<file path="src/rtl/const_mem_writer_if.sv">
// Store-request handshake between the ID/EX stage (master) and the constant memory writer (slave).
interface const_mem_writer_if;
  logic         req_valid;
  logic         req_ready;
  logic [31:0]  req_addr;
  logic [127:0] req_data;
  logic [3:0]   req_mask;

  modport master (output req_valid, req_addr, req_data, req_mask, input req_ready);
  modport slave  (input req_valid, req_addr, req_data, req_mask, output req_ready);
endinterface

</file>
<file path="src/rtl/const_mem_writer.sv">
// Turns 4-lane constant store requests into one 32-bit constant memory write per cycle.
// Define CONST_WR_RANGE_CHECK_EN to suppress out-of-range lanes and raise a sticky err flag.
module const_mem_writer #(
  parameter int DEPTH = 1024,
  parameter int AW    = 10
) (
  input  logic                 clk,
  input  logic                 rst_n,
  const_mem_writer_if.slave    req,
  output logic                 mem_we,
  output logic [AW-1:0]        mem_waddr,
  output logic [31:0]          mem_wdata,
  output logic                 busy,
  output logic                 done,
  output logic                 err,
  input  logic                 err_clr
);

  typedef enum logic [1:0] {IDLE, WRITE, DONE} state_t;

  state_t       state;
  logic [31:0]  addr_q;
  logic [127:0] data_q;
  logic [3:0]   pend;

  logic [3:0]   src_mask;
  logic [31:0]  src_addr;
  logic [127:0] src_data;
  logic [1:0]   lane;
  logic [31:0]  lane_addr;
  logic [31:0]  lane_data;
  logic         lane_ok;
  logic         emit;

  assign req.req_ready = (state == IDLE);
  assign busy          = (state != IDLE);
  assign done          = (state == DONE);

  // The first lane is launched straight from the request so mem_we rises the cycle after accept.
  always_comb begin
    src_mask = pend;
    src_addr = addr_q;
    src_data = data_q;
    if (state == IDLE) begin
      src_mask = req.req_mask;
      src_addr = req.req_addr;
      src_data = req.req_data;
    end
    lane = 2'd3;
    for (int i = 3; i >= 0; i--) begin
      if (src_mask[i]) lane = 2'(i);
    end
    lane_addr = src_addr + {30'd0, lane};
    lane_data = src_data[32*lane +: 32];
    emit      = ((state == IDLE) && req.req_valid && (req.req_mask != 4'd0)) ||
                ((state == WRITE) && (pend != 4'd0));
  end

`ifdef CONST_WR_RANGE_CHECK_EN
  logic oor_q;

  assign lane_ok = (lane_addr < 32'(DEPTH));

  // A suppressed lane raises err one cycle after its slot; clearing wins over setting.
  always_ff @(posedge clk or negedge rst_n) begin
    if (!rst_n) begin
      oor_q <= 1'b0;
      err   <= 1'b0;
    end else begin
      oor_q <= emit && !lane_ok;
      if (err_clr)
        err <= 1'b0;
      else if (oor_q)
        err <= 1'b1;
    end
  end
`else
  logic          unused_err_clr;
  logic [31-AW:0] unused_addr_hi;

  assign lane_ok        = 1'b1;
  assign err            = 1'b0;
  assign unused_err_clr = err_clr;
  assign unused_addr_hi = lane_addr[31:AW];
`endif

  always_ff @(posedge clk or negedge rst_n) begin
    if (!rst_n) begin
      state     <= IDLE;
      addr_q    <= 32'd0;
      data_q    <= 128'd0;
      pend      <= 4'd0;
      mem_we    <= 1'b0;
      mem_waddr <= '0;
      mem_wdata <= 32'd0;
    end else begin
      mem_we <= emit && lane_ok;
      if (emit) begin
        mem_waddr <= lane_addr[AW-1:0];
        mem_wdata <= lane_data;
        pend      <= src_mask & ~(4'b0001 << lane);
      end
      case (state)
        IDLE: begin
          if (req.req_valid) begin
            addr_q <= req.req_addr;
            data_q <= req.req_data;
            state  <= (req.req_mask != 4'd0) ? WRITE : DONE;
          end
        end
        WRITE: begin
          if (pend == 4'd0) state <= DONE;
        end
        DONE:    state <= IDLE;
        default: state <= IDLE;
      endcase
    end
  end

endmodule

</file>
<file path="src/flat_wrapper.sv">
// flat-port wrapper written by rule: the top's interface ports become plain ports
module const_mem_writer_flat 
#(
  parameter int DEPTH = 1024,
  parameter int AW    = 10
)
  (clk, rst_n, mem_we, mem_waddr, mem_wdata, busy, done, err, err_clr, req_req_valid, req_req_addr, req_req_data, req_req_mask, req_req_ready);
  const_mem_writer_if req_i ();
  input  logic clk;
  input  logic rst_n;
  output logic mem_we;
  output logic [AW-1:0] mem_waddr;
  output logic [31:0] mem_wdata;
  output logic busy;
  output logic done;
  output logic err;
  input  logic err_clr;
  input wire logic [$bits(req_i.req_valid)-1:0] req_req_valid;
  input wire logic [$bits(req_i.req_addr)-1:0] req_req_addr;
  input wire logic [$bits(req_i.req_data)-1:0] req_req_data;
  input wire logic [$bits(req_i.req_mask)-1:0] req_req_mask;
  output wire logic [$bits(req_i.req_ready)-1:0] req_req_ready;
  assign req_i.req_valid = req_req_valid;
  assign req_i.req_addr = req_req_addr;
  assign req_i.req_data = req_req_data;
  assign req_i.req_mask = req_req_mask;
  assign req_req_ready = req_i.req_ready;
  const_mem_writer #(.DEPTH(DEPTH), .AW(AW)) u_core (.clk(clk), .rst_n(rst_n), .req(req_i), .mem_we(mem_we), .mem_waddr(mem_waddr), .mem_wdata(mem_wdata), .busy(busy), .done(done), .err(err), .err_clr(err_clr));
endmodule
</file>
<file path="config.mk">
export PLATFORM = sky130hd
export DESIGN_NAME = const_mem_writer_flat
export DESIGN_NICKNAME = d
export VERILOG_FILES = /design/src/rtl/const_mem_writer_if.sv /design/src/rtl/const_mem_writer.sv /design/src/flat_wrapper.sv
export SDC_FILE = /design/constraint.sdc
export NUM_CORES = 1
export LEC_CHECK = 0
export ABC_CLOCK_PERIOD_IN_PS = 5600
export CORE_MARGIN = 1.5
export CORE_UTILIZATION = 50
export DETAILED_ROUTE_END_ITERATION = 12
export GPL_TIMING_DRIVEN = 0
export PLACE_DENSITY_LB_ADDON = 0.05
export SLEW_MARGIN = 20
export SYNTH_ARGS = -nofsm -noshare
export SYNTH_HDL_FRONTEND = slang
export SYNTH_SLANG_ARGS = --single-unit
</file>
<file path="constraint.sdc">
create_clock -name clk -period 5.6 [get_ports clk]
set_clock_uncertainty 0.1 [all_clocks]
set_input_delay 1.68 -clock clk [delete_from_list [all_inputs] [get_ports clk]]
set_output_delay 1.68 -clock clk [all_outputs]
set_load 0.005 [all_outputs]
</file>
### Word-level counts from Yosys, hierarchy flattened

Index checks and enable logic that the tools add are counted.

| word-level totals | value |
|---|---|
| word-level logic and storage cells | 37 |
| flip-flop bits (word level) | 187 |

| cells by class | value |
|---|---|
| multiplexer cells | 10 |
| bitwise logic cells | 2 |
| shift-type cells | 2 |
| $add $sub $neg | 1 |
| equality and inequality tests | 4 |
| reduce and logical (&&, ||, !) cells | 11 |

Operator list:

| kind | count |
|---|---|
| $mux W128 | 1 |
| $shiftx A128 B8 Y32 | 1 |
| $add A10 B2 Y10 | 1 |
| $mux W10 | 1 |
| $mux W2 | 5 |
| $reduce_bool A4 Y1 | 2 |
| $and A4 B4 Y4 | 1 |
| $logic_not A4 Y1 | 1 |
| $mux W4 | 1 |
| $ne A2 B2 Y1 const B | 2 |
| $not A4 Y4 | 1 |
| $pmux W2 S2 | 1 |
| $reduce_and A2 Y1 | 2 |
| $shl A1 B2 Y4 const A | 1 |
| $logic_and A1 B1 Y1 | 3 |
| $eq A2 B1 Y1 const B | 1 |
| $eq A2 B2 Y1 const B | 1 |
| $logic_not A2 Y1 | 1 |
| $reduce_bool A2 Y1 | 1 |
| $logic_or A1 B1 Y1 | 1 |
| $mux W1 | 1 |

### Longest topological paths before layout

| logic depth | value |
|---|---|
| depth after elaboration | 8 |
| mapped depth | 14 |
| mapped depth without buffers | 10 |

### Least setup slack after synthesis

Ideal clock, no wire load.

| path | value |
|---|---|
| path type | input -> register |
| from | input port req_req_mask[1] |
| to | register u_core.mem_waddr[8] |
| path buffers | 1 |
| arrival time | 3.920 ns |
| library setup time | 0.095 ns |
| path slack | 1.484 ns |
| cell stages on the path | 10 |
| cells stage by stage | or4b_2 -> o2111ai_1 -> buf_2 -> inv_1 -> ha_1 -> fa_1 -> inv_1 -> a221o_1 -> nor4_1 -> o31ai_1 |

| between the ends | value |
|---|---|
| cells in the longest elaborated chain, start to end | 4 |
| elaborated cells between the ends (all ways) | 7 |
| those cells by class | 1 x add/sub; 3 x mux; 3 x reduce/logical |

RTL lines:

| what | RTL line | RTL |
|---|---|---|
| from (decl) | flat_wrapper.sv:21 | `input wire logic [$bits(req_i.req_mask)-1:0] req_req_mask;` |
| $mux W4 | const_mem_writer.sv:44 | `if (state == IDLE) begin` |
| $mux W2 (2 in series) | const_mem_writer.sv:51 | `if (src_mask[i]) lane = 2'(i);` |
| $add A10 B2 Y10 | const_mem_writer.sv:53 | `lane_addr = src_addr + {30'd0, lane};` |
| to (signal assigned) | const_mem_writer.sv:99 | `mem_waddr <= lane_addr[AW-1:0];` |
| to (decl) | const_mem_writer.sv:11 | `output logic [AW-1:0] mem_waddr,` |

Parallel ways exist; a longest one is shown, timed or not.
A chain may end at the register's enable or synchronous reset.

### Worst setup path after layout

| path | value |
|---|---|
| from | register u_core.state[1] |
| to | output port done |

| between the ends | value |
|---|---|
| cells in the longest elaborated chain, start to end | 1 |

RTL lines:

| what | RTL line | RTL |
|---|---|---|
| from (decl) | const_mem_writer.sv:21 | `state_t state;` |
| from (signal assigned) | const_mem_writer.sv:108 | `state <= (req.req_mask != 4'd0) ? WRITE : DONE;` |
| $eq A2 B2 Y1 | const_mem_writer.sv:37 | `assign done = (state == DONE);` |
| to (decl) | flat_wrapper.sv:15 | `output logic done;` |

No other way between the ends.

==> summary.md <==
| Metric | Value |
|---|---|
| Number of fill cells in the layout | `1575` |
| Synth Register Bits | `187` |
| Total of endpoints with negative setup slack in the final report | `0` |
| Antenna-violating nets left | `0` |
| Wire length of the first global-routing pass | `43100 um` |
| Startpoint class of the critical path | `register` |
| Share of the synthesized area in the top cell type | `0.472` |
| Routed length on met1 | `12400 um` |
| Arrival time at the worst endpoint | `approximately 2800 ps` |
| Number of detailed-route iterations in the first pass | `5` |
| Sequential cell area fraction in the yosys report | `0.472` |
| Via count | `7891` |
| Antenna violations before repair | `1` |
| Start of the worst register-to-register path | `u_core.state[0]` |
| Clock sink total | `187` |
| Asr flop ratio synth | `1.00` |
| Number of buffers inserted by post-CTS setup repair | `0` |
| Data required time at the worst endpoint | `~3800 ps` |
| Final Worst Setup Slack | `1040 ps` |
| Most frequent cell after synthesis | `sky130_fd_sc_hd__mux2_2` |
| Count of cells resized by post-cts repair | `0` |
| Total track usage | `0.279` |
| CTS Buf Count | `17` |
| Initial drt markers | `625` |
| Yosys warning count | `0` |
| Final core occ | `0.654` |
| Start point of the critical path | `u_core.state[1]` |
| Total length of routed met3 wires | `1780 um` |
| Leakage power | `a little over 5 nW` |
| Hold path start | `u_core.data_q[98]` |
| Horizontal extent of the die | `144 um` |
| Classification of the worst-slack hold path | `register to register` |
| Vias in the first global route | `7645` |
| Post-route non-filler standard cell count | `1316` |
| Result of the run | `complete, no violations` |
| DIE HEIGHT | `~140 um` |
| Largest fanout of any net on the critical path | `10` |
| Worst-Skew Late Latency | `440 ps` |
| Xor/xnor cell area share of the yosys netlist | `0.00353` |
| Met2 wirelength from detailed routing | `13200 um` |
| Peak supply drop | `0.406 mV` |
| Ports placed on the boundary | `215` |
| Largest net degree at the start of global routing | `between 90 and 100` |
| Via-per-instance ratio | `6.00` |
| CP Capture Type | `output port` |
| Cell area after layout | `12700 um^2` |
| Max frequency | `219 MHz` |
| Area inside the core boundary | `19500 um^2` |
| Number of nets in the layout | `1209` |
| Area of combinational cells with multiple inputs | `4780 um^2` |
| Mean instance size in the synthesized netlist | `~12 um^2` |
| Post-Place Cell Area | `~12000 um^2` |
| Hold_ws | `406 ps` |
| Number of I/O port buffers | `about 190` |
| Cell row count | `51` |
| Post-layout min period | `~4600 ps` |
| Total power | `8.00 mW` |
| Synth Area in Adders | `0.00454` |
| Max-slew violation total from the final report | `0` |
| Placement-stage worst setup slack | `639 ps` |
| Start-to-end type of the worst setup path | `register to output port` |
| Top_reg_cell synth | `sky130_fd_sc_hd__dfrtp_1` |
| Slew margin rel. | `0.441` |
| Final Hold Violating Endpoints | `0` |
| Post-route setup TNS | `0 ps` |
| Synth cell count leaders | `203 x sky130_fd_sc_hd__mux2_2, 187 x sky130_fd_sc_hd__dfrtp_1, 64 x sky130_fd_sc_hd__nand3_1, 64 x sky130_fd_sc_hd__nor3_1, 38 x sky130_fd_sc_hd__a21oi_1` |
| Gr ovfl total | `0` |
| Post-synthesis instance area | `9910 um^2` |
| Post-placement cell count | `1284` |
| Max Cap Violations | `0` |
| Die Outline Area | `20700 um^2` |
| Post-route DRC | `0` |
| Share of cells above drive strength 1 | `0.282` |
| Reg area | `4680 um^2` |
| Detailed Place HPWL | `19800 um` |
| Clock buffer depth | `2` |
| Number of H-tree levels | `4` |
| Unrepaired setup endpoints after global routing | `false` |
| EDFF count, synth | `0` |
| Clock Pin Slew Worst Setup and Hold Paths | `70 ps` |
| Area added between synthesis and finish | `28.5%` |
| Mux contribution to synthesized area | `0.275` |
| Clock tree from TritonCTS | `built` |
| Post-Synth Simple-Gate Area | `0.0906` |
| Final wirelength | `28100 um` |
| Number of distinct standard cells referenced by the synthesized netlist | `between 50 and 60` |
| Least-Margin Pin Slew | `815 ps` |
| Highest routing layer actually used | `met5` |
| Dominant combinational cell family by area after synthesis | `multiplexers` |
| Portion of the clock cycle consumed by the worst path in the final layout | `0.815` |
| Largest area contributor in the synthesized netlist | `sky130_fd_sc_hd__dfrtp_1` |
| N_diodes | `0` |
| Cell Pwr Density | `around 630 nW/um^2` |
| Library cell used as clock root buffer | `sky130_fd_sc_hd__clkbuf_16` |
| Hold buffers post-CTS | `0` |
| Synthesized Nets | `1000` |
| Effective utilization at floorplan | `0.509` |
| Post-synthesis compound-gate area fraction | `0.109` |
| Top post-synthesis cells by area | `sky130_fd_sc_hd__dfrtp_1 47%, sky130_fd_sc_hd__mux2_2 23%, sky130_fd_sc_hd__mux2i_1 3.6%` |
| Routed len/inst | `21.4 um` |
| Final RePlAce weighted congestion | `0.793` |
| Synth Instances | `~830` |
## flip-flops by register name, summed over array words and instances, names as in the netlist
register	cells
u_core.addr_q	10
u_core.state	2
u_core.mem_we	1
u_core.mem_waddr	10
u_core.pend	4
u_core.data_q	128
u_core.mem_wdata	32
## power by group
| group | switching (mW) | internal, mW |
|---|---|---|
| Sequential | 0.372 | 2.06 |
| Clock | 0.582 | 0.600 |
| Combinational | 2.18 | 2.20 |
| Total | 3.14 | 4.86 |
## per-layer routing
metal	vias up	global-route usage
met5	-	0
met4	2	0.0865
met3	42	0.0533
met2	321	0.438
met1	3963	0.390
li1	3563	-
## cell usage in the layout (no fill, tap or decap), types with 2 or more instances in the layout
cell                              netlist  routed
sky130_fd_sc_hd__nand2_1                9       9
sky130_fd_sc_hd__dfrtp_1              187     187
sky130_fd_sc_hd__o31ai_1                5       5
sky130_fd_sc_hd__buf_4                  2       2
sky130_fd_sc_hd__nor2_1                 4       4
sky130_fd_sc_hd__and2_1                 6       6
sky130_fd_sc_hd__mux2_2               203     203
sky130_fd_sc_hd__nor4_1                 2       2
sky130_fd_sc_hd__clkdlybuf4s50_1        0     188
sky130_fd_sc_hd__a21oi_1               38      38
sky130_fd_sc_hd__inv_8                  0       4
sky130_fd_sc_hd__xnor2_1                4       4
sky130_fd_sc_hd__nand3_1               64      64
sky130_fd_sc_hd__o21ai_0               11      11
sky130_fd_sc_hd__ha_1                   2       2
sky130_fd_sc_hd__clkbuf_16              0      17
sky130_fd_sc_hd__nor3_1                64      64
sky130_fd_sc_hd__nand2b_1               2       2
sky130_fd_sc_hd__mux2i_1               36      36
sky130_fd_sc_hd__o211ai_1               2       2
sky130_fd_sc_hd__o21ai_1                2       2
sky130_fd_sc_hd__inv_1                  4       4
sky130_fd_sc_hd__clkbuf_1              35      35
sky130_fd_sc_hd__or4_1                  3       3
sky130_fd_sc_hd__clkinv_4               0       2
sky130_fd_sc_hd__a41oi_1               32      32
sky130_fd_sc_hd__inv_6                  0       5
sky130_fd_sc_hd__or3b_2                 3       3
sky130_fd_sc_hd__a2111o_1              32      32
sky130_fd_sc_hd__mux2_4                 5       5
sky130_fd_sc_hd__clkinvlp_4             0       2
sky130_fd_sc_hd__buf_6                  9       9
sky130_fd_sc_hd__buf_2                 34      34
## cell type report
cell class,count,share of cell area
multi-input cells,555,0.376
flip-flops and latches,187,0.368
repair buffers,190,0.151
clock buffers,18,0.0345
plain buffers,80,0.0328
well taps,265,0.0260
clock inverters,14,0.00993
inverters,7,0.00226
## final timing paths
path	to	slack [ps]	cells past startpoint
min in group asynchronous	u_core.mem_waddr[8]	1140	1
worst min register to register	u_core.data_q[98]	410	1
worst min-delay path	u_core.data_q[98]	410	1
max in group asynchronous	u_core.data_q[14]	3320	2
worst max-delay path	done	1040	5
worst max register to register	u_core.mem_waddr[8]	2290	11
## critical path: stages, from the launching register on
cell and delay [ps]:
sky130_fd_sc_hd__dfrtp_1 450, sky130_fd_sc_hd__clkbuf_1 340, sky130_fd_sc_hd__clkinv_1 430, sky130_fd_sc_hd__clkbuf_1 390, sky130_fd_sc_hd__nor2_1 210, sky130_fd_sc_hd__clkdlybuf4s50_1 520
## cells by family (layout without fill, tap and decap cells)
family                     after synthesis  in the layout
AOI/OAI and AO/OA                      136            136
xor gates and xnor gates                 4              4
muxes                                  244            244
buffers and inverters                   87            309
and+or+nand+nor                        167            167
DFF                                    187            187
other                                    1              1
adders and majority gates                3              3
(Power assumes the default switching activity.)
